==> config.mk <==
export PLATFORM = sky130hd
export DESIGN_NAME = simple_stream_fifo
export DESIGN_NICKNAME = d
export VERILOG_FILES = /design/src/rtl/simple_stream_fifo.sv
export SDC_FILE = /design/constraint.sdc
export NUM_CORES = 1
export LEC_CHECK = 0
export ABC_AREA = 1
export ABC_CLOCK_PERIOD_IN_PS = 1700
export CAP_MARGIN = 15
export CORE_UTILIZATION = 54
export DETAILED_ROUTE_END_ITERATION = 10
export GPL_TIMING_DRIVEN = 0
export PLACE_DENSITY = 0.87
export SLEW_MARGIN = 10
export SYNTH_ARGS = -nofsm -noshare
export SYNTH_HDL_FRONTEND = slang
export SYNTH_SLANG_ARGS = --single-unit
==> constraint.sdc <==
create_clock -name clk -period 1.7 [get_ports clk]
set_input_delay 0.17 -clock clk [delete_from_list [all_inputs] [get_ports clk]]
set_output_delay 0.17 -clock clk [all_outputs]
set_load 0.02 [all_outputs]
==> src/rtl/simple_stream_fifo.sv <==
// rtl/simple_stream_fifo.sv - first-word fall-through stream FIFO with flush and sticky overflow
// Occupancy is tracked in an explicit counter, so full and empty never depend on comparing pointers.
module simple_stream_fifo #(
    parameter int WIDTH    = 8,
    parameter int DEPTH    = 16,
    parameter int AF_LEVEL = DEPTH - 2
) (
    input  logic                       clk,
    input  logic                       rst_n,
    input  logic                       flush,
    input  logic                       in_valid,
    output logic                       in_ready,
    input  logic [WIDTH-1:0]           in_data,
    output logic                       out_valid,
    input  logic                       out_ready,
    output logic [WIDTH-1:0]           out_data,
    output logic [$clog2(DEPTH+1)-1:0] count,
    output logic                       almost_full,
    output logic                       overflow
);
    localparam int AW = $clog2(DEPTH);
    localparam int CW = $clog2(DEPTH + 1);

    logic [WIDTH-1:0] mem_q [DEPTH];
    logic [AW-1:0]    wr_ptr_q, wr_ptr_d;
    logic [AW-1:0]    rd_ptr_q, rd_ptr_d;
    logic [CW-1:0]    count_q, count_d;
    logic             overflow_q, overflow_d;
    logic             wr_en, rd_en;

    // Handshake qualifiers come only from registered state, never from the opposite port.
    assign in_ready    = (count_q != CW'(DEPTH));
    assign out_valid   = (count_q != '0);
    assign out_data    = mem_q[rd_ptr_q];
    assign count       = count_q;
    assign almost_full = (count_q >= CW'(AF_LEVEL));
    assign overflow    = overflow_q;

    assign wr_en = in_valid && in_ready;
    assign rd_en = out_valid && out_ready;

    always_comb begin
        wr_ptr_d   = wr_ptr_q;
        rd_ptr_d   = rd_ptr_q;
        count_d    = count_q;
        overflow_d = overflow_q || (in_valid && !in_ready);
        if (flush) begin
            wr_ptr_d = '0;
            rd_ptr_d = '0;
            count_d  = '0;
        end else begin
            if (wr_en) begin
                wr_ptr_d = wr_ptr_q + AW'(1);
            end
            if (rd_en) begin
                rd_ptr_d = rd_ptr_q + AW'(1);
            end
            case ({wr_en, rd_en})
                2'b10:   count_d = count_q + CW'(1);
                2'b01:   count_d = count_q - CW'(1);
                default: count_d = count_q;
            endcase
        end
    end

    always_ff @(posedge clk or negedge rst_n) begin
        if (!rst_n) begin
            wr_ptr_q   <= '0;
            rd_ptr_q   <= '0;
            count_q    <= '0;
            overflow_q <= 1'b0;
        end else begin
            wr_ptr_q   <= wr_ptr_d;
            rd_ptr_q   <= rd_ptr_d;
            count_q    <= count_d;
            overflow_q <= overflow_d;
        end
    end

    // Storage is deliberately left out of reset; out_data is only meaningful with out_valid.
    always_ff @(posedge clk) begin
        if (wr_en && !flush) begin
            mem_q[wr_ptr_q] <= in_data;
        end
    end
endmodule

==> impl_metrics.yaml <==
outcome:
  status: "complete, but fails checks"
  violations: "setup timing"
global_routing:
  grt_pass1_vias: 4809
  gr-total-overflow: 0
  grt_pass1_wl_mm: 27.8
  grt_util_all_layers: 0.345
  grt_start_max_net_pins: 17
  antenna_found_initial: 0
die:
  rows: 37
  die_area_mm2: 0.0114
  initial_utilization: 0.566
  core_mm2: 0.0105
  die_y_um: 107
  die_w_um: 107
  io_pins: 30
yosys:
  synth_top_area_cell: "edfxtp_1"
  ys_types: 27
  syn_nets: 500
  synth-seq-area-share: 0.706
  synth_top_cell_area_share: 0.647
  synth_area_leaders: "edfxtp_1 (65%), o21ai_0 (6.3%), dfrtp_1 (5.9%)"
  synthCells: 480
  syn_area_mm2: 0.00594
  avgSynthCellArea_um2: 12.4
  ys_warn_count: 0
  ys_ff_latch: 142
sta:
  finalHoldViolCount: 0
  finalSetupViolCount: 12
  maxSlewHeadroom: 0.486
  slew_violations: 0
  max_freq_mhz: 412
  fin_ws_ps: -726
  final.min_clock_period_ps: 2430
  skew_ps: 14.4
  grt_setup_unrepaired: "yes"
  hold_ws_ps: 58.0
  worst_pin_slew_ps: 768
  finalCritPeriodShare: 1.43
routing:
  drt-total-wl_mm: 19.4
  drc: 0
  wire_per_inst_um: 27.4
  drt_first_pass_iters: 5
  drt_first_iter_violations: 738
  num_vias: 4780
  ant_nets: 0
  avgViaCountPerCell: 6.76
clock_tree:
  hold_buffers: 0
  cts_sinks: 142
  cts_tree: "yes"
  cts_buffer_depth: 2
  clockRootBuffer: "clkbuf_8"
  clk_pin_slew_ps: 70
  htree_levels: 4
  numCtsBuffers: 17
  insertion_delay_ps: 540
worst_hold_path:
  hold_class: "in2async"
flow_run:
  maxCapViolCount: 0
critical_path:
  crit_top_cell: "buf_6"
  path_cells: "buf_6 > clkbuf_2 > nor2_1 > o22ai_2 > o211ai_1 > nand2_2 > buf_6"
  required_ps: 1530
  worst_setup_path_start_kind: "flip-flop"
  crit_type: "reg2out"
  critPathCaptureType: "primary output"
  critPathSlowestCell: "dfrtp_1"
  crit_fanout: 10
  worstPathArrival_ps: 2260
  max_stage_delay_ps: 400
cells_and_area:
  final_nets: 579
  final_common_cell: "edfxtp_1"
  layout-drive-gt1-share: 0.366
  multi_input_area_mm2: 0.00203
  antenna_cells: 0
  fillers: 547
  seq_area_mm2: 0.00420
  synthToLayoutAreaGrowth_pct: 35.5
  final_cell_mix: "edfxtp_1 (128), nor2_1 (60), o21ai_0 (46)"
power_and_ir_drop:
  p_per_area_mw_per_mm2: 1660
  leakage_nw: 2.83
  vdd_drop_max_v: 0.00118
placement:
  pre_cts_ws_ps: -901
  dp_hpwl_mm: 9.51
  gp_congestion: 0.917
  io_buffers: 29
==> final timing paths <==
check                             from     endpoint  slack, ps  cells after the start
setup reg to reg              count[3]     count[4]       -220                     13
setup / recovery           rd_ptr_q[0]  out_data[1]       -730                      7
min in group clk              in_valid     overflow        350                      3
hold reg to reg               overflow     overflow        480                      1
hold / removal                   rst_n  wr_ptr_q[1]         60                      1
max in group asynchronous        rst_n  rd_ptr_q[1]       1140                      1
==> synthesized netlist by cell type <==
| library cell | count |
|---|---|
| nand3_2 | 2 |
| edfxtp_1 | 128 |
| clkbuf_1 | 17 |
| o21ai_0 | 75 |
| nand2_2 | 2 |
| o21a_1 | 1 |
| buf_1 | 1 |
| nor3_1 | 3 |
| nand2_1 | 35 |
| nor2_1 | 85 |
| nor2_4 | 4 |
| a211oi_1 | 1 |
| nand3_4 | 1 |
| inv_1 | 21 |
| inv_4 | 2 |
| o211ai_1 | 8 |
| o22ai_1 | 8 |
| o21bai_1 | 2 |
| dfrtp_1 | 14 |
| a21oi_1 | 4 |
| xor2_1 | 1 |
| nand2_4 | 3 |
| o221ai_1 | 24 |
| nand3_1 | 23 |
| buf_2 | 7 |
| ha_1 | 7 |
| inv_2 | 1 |
==> repair_timing <==
item / 4_1_cts / 5_1_grt
setup endpoints to repair: 148 / 85
gates resized for setup: 201 / 60
cloned: 5 / 2
pin swaps: 46 / 41
buffers inserted: 23 / 6
==> state kept, by name (all words and copies together) (netlist names) <==
name,cells
count,5
mem_q,128
overflow,1
rd_ptr_q,4
wr_ptr_q,4
==> per-stage QoR <==
stage	area [um^2]	cells	setup TNS, ps	utilization	total power, mW
after floorplan	6020	480	-219	-	6.24
after global placement	6480	645	-77630	0.617	7.46
after detailed placement	6480	645	-87700	0.617	7.62
after CTS	7800	703	-4970	0.742	12.6
after global routing	8060	707	-6210	0.767	13.7
final	8060	707	-5420	0.767	13.4
==> kinds of logic (layout without fill, tap and decap cells) <==
logic type | Yosys count | in the layout | synth area share
AO/OA/AOI/OAI | 123 | 123 | 0.125
XOR/XNOR | 1 | 1 | 0.00147
adder cells (fa/ha/maj) | 7 | 7 | 0.0147
buffers and inverters | 49 | 140 | 0.0333
flip-flops | 142 | 142 | 0.706
AND/OR/NAND/NOR | 158 | 158 | 0.119
==> worst max-delay path, delay by kind of cell, from the launching register on <==
kind	cells	cell delay, ps
compound gates	2	410
buf+inv	3	510
flops	1	400
simple gates	2	400
==> per-layer routing <==
metal,vias up,track usage,share of wire
met2,461,0.571,0.49
met4,0,0.184,0.064
li1,1935,-,-
met1,2287,0.408,0.33
met5,-,0,0
met3,97,0.102,0.12
==> where the power goes <==
part	total (mW)	switching [mW]	internal, mW	leakage, nW
Sequential	4.07	0.127	3.94	1.33
Clock	3.75	1.52	2.23	0.284
Combinational	5.58	3.37	2.21	1.21
Total	13.4	5.01	8.39	2.83
==> layout make-up <==
type,instances,area share
Inverter,24,0.0143
Buffer,25,0.0303
Sequential cell,142,0.522
Clock buffer,17,0.0514
Clock inverter,14,0.0210
Tap cell,136,0.0211
Multi-Input combinational cell,289,0.252
Timing Repair Buffer,60,0.0879
No activity file was read; power rests on OpenSTA's default activity.
